$ cat src/rtl/i2c_master_bit.sv
// rtl/i2c_master_bit.sv - bit-level I2C master: one START/STOP/data/ACK/NACK symbol per go/finish handshake
// Define I2C_OPEN_DRAIN_EN for open-drain inout scl/sda; default build drives push-pull outputs.
module i2c_master_bit #(
  parameter int QUARTER_CYCLES = 5
) (
  input  logic       clock,
  input  logic       reset_n,
  input  logic       go,
  input  logic [2:0] command,
  output logic       finish,
`ifdef I2C_OPEN_DRAIN_EN
  inout  wire        scl,
  inout  wire        sda
`else
  output logic       scl,
  output logic       sda
`endif
);

  localparam int QW = (QUARTER_CYCLES > 1) ? $clog2(QUARTER_CYCLES) : 1;

  typedef enum logic [1:0] {IDLE, RUN, DONE} state_t;

  state_t          state, state_next;
  logic [2:0]      cmd_q;
  logic [1:0]      phase;
  logic [QW-1:0]   qcnt;
  logic            scl_q, sda_q;
  logic            scl_lvl, sda_lvl;
  logic            last_quarter;
  logic            noop;
  logic            accept;

  assign last_quarter = (qcnt == QW'(QUARTER_CYCLES - 1));
  assign noop         = (command[2:1] == 2'b00);
  // finish is still high for one clock after DONE is left, so a new go waits for it to fall
  assign accept       = go && !finish;

  always_ff @(posedge clock or negedge reset_n) begin
    if (!reset_n) state <= IDLE;
    else          state <= state_next;
  end

  always_comb begin
    state_next = state;
    case (state)
      IDLE:    if (accept) state_next = noop ? DONE : RUN;
      RUN:     if (phase == 2'd3 && last_quarter) state_next = DONE;
      DONE:    if (!go) state_next = IDLE;
      default: state_next = IDLE;
    endcase
  end

  always_comb begin
    scl_lvl = scl_q;
    sda_lvl = sda_q;
    case (cmd_q)
      3'b010: begin
        scl_lvl = (phase == 2'd1) || (phase == 2'd2);
        sda_lvl = (phase < 2'd2);
      end
      3'b011: begin
        scl_lvl = (phase != 2'd0);
        sda_lvl = (phase >= 2'd2);
      end
      3'b100, 3'b101, 3'b110, 3'b111: begin
        scl_lvl = (phase == 2'd1) || (phase == 2'd2);
        sda_lvl = cmd_q[0];
      end
      default: begin
        scl_lvl = scl_q;
        sda_lvl = sda_q;
      end
    endcase
  end

  always_ff @(posedge clock or negedge reset_n) begin
    if (!reset_n) begin
      cmd_q  <= 3'b000;
      phase  <= 2'd0;
      qcnt   <= '0;
      scl_q  <= 1'b1;
      sda_q  <= 1'b1;
      finish <= 1'b0;
    end else begin
      finish <= (state == DONE);
      case (state)
        IDLE: begin
          if (accept) begin
            cmd_q <= command;
            phase <= 2'd0;
            qcnt  <= '0;
          end
        end
        RUN: begin
          // lines are re-registered every clock but only change value on a phase boundary
          scl_q <= scl_lvl;
          sda_q <= sda_lvl;
          if (last_quarter) begin
            qcnt  <= '0;
            phase <= phase + 2'd1;
          end else begin
            qcnt  <= qcnt + QW'(1);
          end
        end
        default: ;
      endcase
    end
  end

`ifdef I2C_OPEN_DRAIN_EN
  assign scl = scl_q ? 1'bz : 1'b0;
  assign sda = sda_q ? 1'bz : 1'b0;
`else
  assign scl = scl_q;
  assign sda = sda_q;
`endif

endmodule

$ cat config.mk
export PLATFORM = sky130hd
export DESIGN_NAME = i2c_master_bit
export DESIGN_NICKNAME = d
export VERILOG_FILES = /design/src/rtl/i2c_master_bit.sv
export SDC_FILE = /design/constraint.sdc
export NUM_CORES = 1
export LEC_CHECK = 0
export ABC_AREA = 1
export CORE_AREA = 2 2 39 41
export CTS_CLUSTER_SIZE = 40
export DETAILED_ROUTE_END_ITERATION = 10
export DIE_AREA = 0 0 41 43
export PLACE_DENSITY = 0.78
export SKIP_CTS_REPAIR_TIMING = 1
export SLEW_MARGIN = 20
export SYNTH_ARGS = -nofsm -noshare
export SYNTH_HDL_FRONTEND = slang
export SYNTH_SLANG_ARGS = --single-unit
$ cat constraint.sdc
create_clock -name clock -period 2.5 [get_ports clock]
set_clock_uncertainty 0.15 [all_clocks]
set_input_delay 0.5 -clock clock [delete_from_list [all_inputs] [get_ports clock]]
set_output_delay 0.5 -clock clock [all_outputs]
set_load 0.005 [all_outputs]
# --- After elaboration in Yosys (flattened, before gate mapping) ---
# Cells that the tools add are included.
word_totals:
  output_inout_bits: 3
  ff_bits: 13
classes:
  n_addsub: 2
  muxes: 13
  eq_ne: 16
  n_lt_le_gt_ge: 2
  reduce_logical: 18
ops:
  columns: ["operator", "n"]
  rows:
  - ["$eq A3 B3 Y1 const B", 5]
  - ["$mux W2", 6]
  - ["$ne A2 B2 Y1 const B", 4]
  - ["$reduce_and A2 Y1", 4]
  - ["$eq A2 B2 Y1 const B", 3]
  - ["$eq A3 B2 Y1 const B", 2]
  - ["$mux W3", 2]
  - ["$pmux W2 S3", 1]
  - ["$pmux W3 S2", 1]
  - ["$reduce_and A3 Y1", 2]
  - ["$reduce_bool A2 Y1", 3]
  - ["$reduce_or A5 Y1", 1]
  - ["$eq A2 B1 Y1 const B", 2]
  - ["$logic_not A2 Y1", 2]
  - ["$pmux W2 S2", 1]
  - ["$reduce_or A4 Y1", 1]
  - ["$add A3 B1 Y3 const B", 1]
  - ["$pmux W1 S3", 1]
  - ["$reduce_bool A3 Y1", 1]
  - ["$add A2 B1 Y2 const B", 1]
  - ["$ge A2 B2 Y1 const B", 1]
  - ["$logic_and A1 B1 Y1", 2]
  - ["$lt A2 B2 Y1 const B", 1]
  - ["$pmux W1 S2", 1]
  - ["2 further kinds", 2]

# --- Longest topological paths before layout ---
depth:
  ltp_word: 4
  depth_mapped: 8

# --- Least setup slack after synthesis ---
# No wires, ideal clock.
synth_timing:
  path_type: "register -> register"
  startpoint: "register qcnt[0]"
  endpoint: "register state[0]"
  path_buffers: 0
  slack_ps: 1283
  setup_ps: 121
  path_stages_with_launch: 9
  period_less_slack_ps: 1217
  arrival_time_ps: 945
  t_required_ps: 2229
  path_cell_list: "dfrtp_1 > inv_1 > ha_1 > nand2_1 > nand3_1 > nand2_1 > nor2_1 > nand2_1 > nand2_1"
synth_via:
  elab_chain_cells: 4
synth_rtl:
  columns: ["element", "line_no", "text"]
  rows:
  - ["start: declaration", "27", "logic [QW-1:0] qcnt;"]
  - ["start signal: assignment", "103", "qcnt <= qcnt + QW'(1);"]
  - ["$eq A3 B3 Y1", "34", "assign last_quarter = (qcnt == QW'(QUARTER_CYCLES - 1));"]
  - ["$logic_and A1 B1 Y1", "48", "RUN: if (phase == 2'd3 && last_quarter) state_next = DONE;"]
  - ["$ne A2 B2 Y1 (no source line)", null, null]
  - ["$reduce_and A3 Y1 (no source line)", null, null]
  - ["end signal: assignment", "41", "else state <= state_next;"]
  - ["end: declaration", "24", "state_t state, state_next;"]
# No other way between the ends.
# A chain may end at the register's enable or synchronous reset.

# --- Worst setup path in the final report ---
layout_timing:
  startpoint: "register scl_q (netlist: scl)"
  endpoint: "output port scl"
layout_rtl:
  columns: ["element", "line_no", "text"]
  rows:
  - ["start: declaration", "28", "logic scl_q, sda_q;"]
  - ["start signal: assignment", "97", "scl_q <= scl_lvl;"]
  - ["end: declaration", "15", "output logic scl,"]
# No word-level cell between the ends.

==> summary.txt <==
Outcome
  – Status: finished clean

Route
  – Starting DRT DRC Count: 5
  – Residual DRC: 0
  – Drt via density: 5.03
  – Avg WL per Cell: 11.2 um
  – Final ANT Viol Nets: 0
  – Total wire length: 1.31 mm
  – First-pass DRT Iterations: 4
  – Via count: 589

Critical path
  – Max stage delay on crit path: 0.53 ns
  – Crit-path cells: clkdlybuf4s50_1
  – Crit path kind: reg2out
  – Worst path arrival time: 1.30 ns
  – CP Max Fanout: 2
  – Top Family by Delay on Critical Path: flip-flops
  – CP startpoint kind: flop
  – Max stage delay cell, worst path: dfstp_2
  – Data required, critical path: 1.85 ns
  – Worst setup EP type: primary output
  – Worst path bufs/invs: 1

Timing
  – Final worst path period share: 78.0%
  – Fmax: 513 MHz
  – Slew Limit Fails: 0
  – Setup TNS: 0 ns
  – Final setup fails: 0
  – Final Hold Violating Endpoints: 0
  – Worst slew pin tran: 0.565 ns
  – Headroom to the max-slew limit: 62.2%
  – Post-layout minimum cycle time: 1.95 ns
  – Unrepaired setup endpoints after global routing: no

Power
  – Peak supply drop: 623 uV
  – Clock power frac: 13.1%
  – Internal power component: 0.000564 W
  – PwrDens: 1150 mW/mm^2
  – P_sw: 0.000410 W
  – Leak: 0.424 nW
  – Sequential share of power: 40.0%
  – Comb power frac: 46.9%
  – Switching power share of the total: 42.1%

CTS
  – CTS Sinks: 13
  – CTS tree: done
  – CTS H-Tree Depth: 1
  – TritonCTS Buffers: 3
  – Clock latency on the worst-skew pair: 0.28 ns
  – Buffer depth of the longest clock path: 2
  – Clk pin slew, worst setup/hold paths: 0.07 ns
  – Root Buffer: clkbuf_4

Placed design
  – PortBufs: 8
  – Placed cell areas: 821 sq um
  – DPL Wire Length: 1.03 mm
  – Dpl cells: 113
  – GPL Wtd Cong: 0.718

Floorplan
  – Die Ht: 43 um
  – IO Count: 9
  – Initial Utilization: 52.1%
  – Die width: 41 um
  – CORE AREA: 0.00138 sq mm
  – Die area: 0.00176 sq mm
  – Row cnt: 14

Layout
  – Area Growth Syn to Fin: 17.5%
  – NumNets Final: 113
  – Filler instances: 118
  – Final core utilization: 61.2%
  – Share of cells above drive strength 1: 12.9%
  – Final Non-Filler Cells: 117
  – Multi-input logic area: 340 sq um
  – Final Cell Area: 847 sq um
  – FF+latch area: 328 sq um
  – # diodes: 0

GRT
  – Vias in the first global route: 540
  – Remaining Overflow, GRT: 0
  – First-pass GRT wire length: 2.19 mm
  – Initial antenna violation count: 0
  – Largest net degree at the start of global routing: 14
  – Total track usage: 18.8%

Yosys
  – Area share of the largest cell type after synthesis: 38.2%
  – Most instantiated cells after synthesis: nand2_1 (22), dfrtp_1 (11), inv_1 (10)
  – Synth top area cells: dfrtp_1 (38%), nand2_1 (11%), ha_1 (8.7%), dfstp_2 (7.3%), nand3_1 (5.6%)
  – Ys async rst share: 100%
  – Cell Area, Synth: 721 sq um
  – Number of synthesized flops with an enable pin: 0
  – Synth unique cells: 19
  – Synth Instances: 89
  – Post-Syn Area per Cell: 8.10 sq um
  – Sequential share of the synthesized area: 45.5%
  – Post-Syn Nets: 100
  – Post-synth top area cell: dfrtp_1
  – Yosys warnings: 0
  – Dominant synthesized flop cell: dfrtp_1
  – Most common cell in the netlist: nand2_1
  – Yosys reg bits: 13

Flow run
  – MaxCap Viol Count: 0

Min path
  – HP Class: reg2reg
-- registers in the layout, summed over array words and instances, names as in the netlist --
name / count
state: 2
scl: 1
qcnt: 3
sda: 1
phase: 2
cmd_q: 3
finish: 1
-- layer usage --
metal  GRT usage, %  share of wire, %  up-vias  wire length, um
li1               -                 -      306                -
met1           22.9                45      272              585
met4           10.0               3.0        0               40
met5              0                 0        -                0
met2           30.0                51        6              666
met3           3.14               1.4        5               19
-- power by group through the flow --
| stage | sequential, W | clock, W | combinational [W] |
|---|---|---|---|
| after global routing | 0.000399 | 0.000143 | 0.000522 |
| after floorplan | 0.000379 | 0 | 0.000338 |
| after detailed placement | 0.000391 | 0 | 0.000461 |
| after CTS | 0.000388 | 0.000133 | 0.000465 |
| final | 0.000389 | 0.000128 | 0.000457 |
| after global placement | 0.000385 | 0 | 0.000446 |
-- through the flow --
step	hold slack [ns]	power, W	setup WS, ns
after CTS	0.331	0.000987	0.540
after floorplan	0.0544	0.000717	1.28
after detailed placement	0.319	0.000853	0.790
after global routing	0.360	0.00106	0.518
after global placement	0.311	0.000832	0.821
final	0.324	0.000974	0.550
-- layout by cell type, fill, tap and decap left out, drive strengths merged, types with 2 or more instances in the layout --
cell	n
o21ai	8
nor2	10
a21oi	3
clkdlybuf4s50	8
nand3	9
ha	5
nand2	22
dfrtp	11
clkbuf	4
dfstp	2
inv	14
-- path summary, 6_finish.rpt --
check | startpoint | end | slack [ns] | cells after the start
max | scl | scl | 0.55 | 1
min | sda | sda | 0.32 | 2
max reg2reg | qcnt[0] | state[0] | 1.17 | 8
min reg2reg | sda | sda | 0.32 | 2
max in group asynchronous | reset_n | scl | 1.39 | 1
min in group asynchronous | reset_n | finish | 0.43 | 1
-- worst min-delay path: stages (launching register included) --
cell	delay, ns
dfstp_2	0.37
nand2_1	0.05
nand2_1	0.05
-- cell type report --
| type | count | share of cell area, % |
|---|---|---|
| Clock buffer | 4 | 3.10 |
| Inverter | 14 | 6.20 |
| Multi-Input combinational cell | 62 | 40.2 |
| Sequential cell | 13 | 38.7 |
| Tap cell | 16 | 2.36 |
| Timing Repair Buffer | 8 | 9.45 |
-- cell families (layout without fill, tap and decap cells) --
kind of cell             count (synthesis)  in the layout  share of synthesized area (%)
buffers and inverters                   14             26                           7.29
AO/OA/AOI/OAI                           12             12                           8.68
adder cells (fa/ha/maj)                  5              5                           8.68
AND/OR/NAND/NOR                         44             44                           28.6
XOR/XNOR                                 1              1                           1.22
flip-flops                              13             13                           45.5
Power figures use the tool's default switching activity.
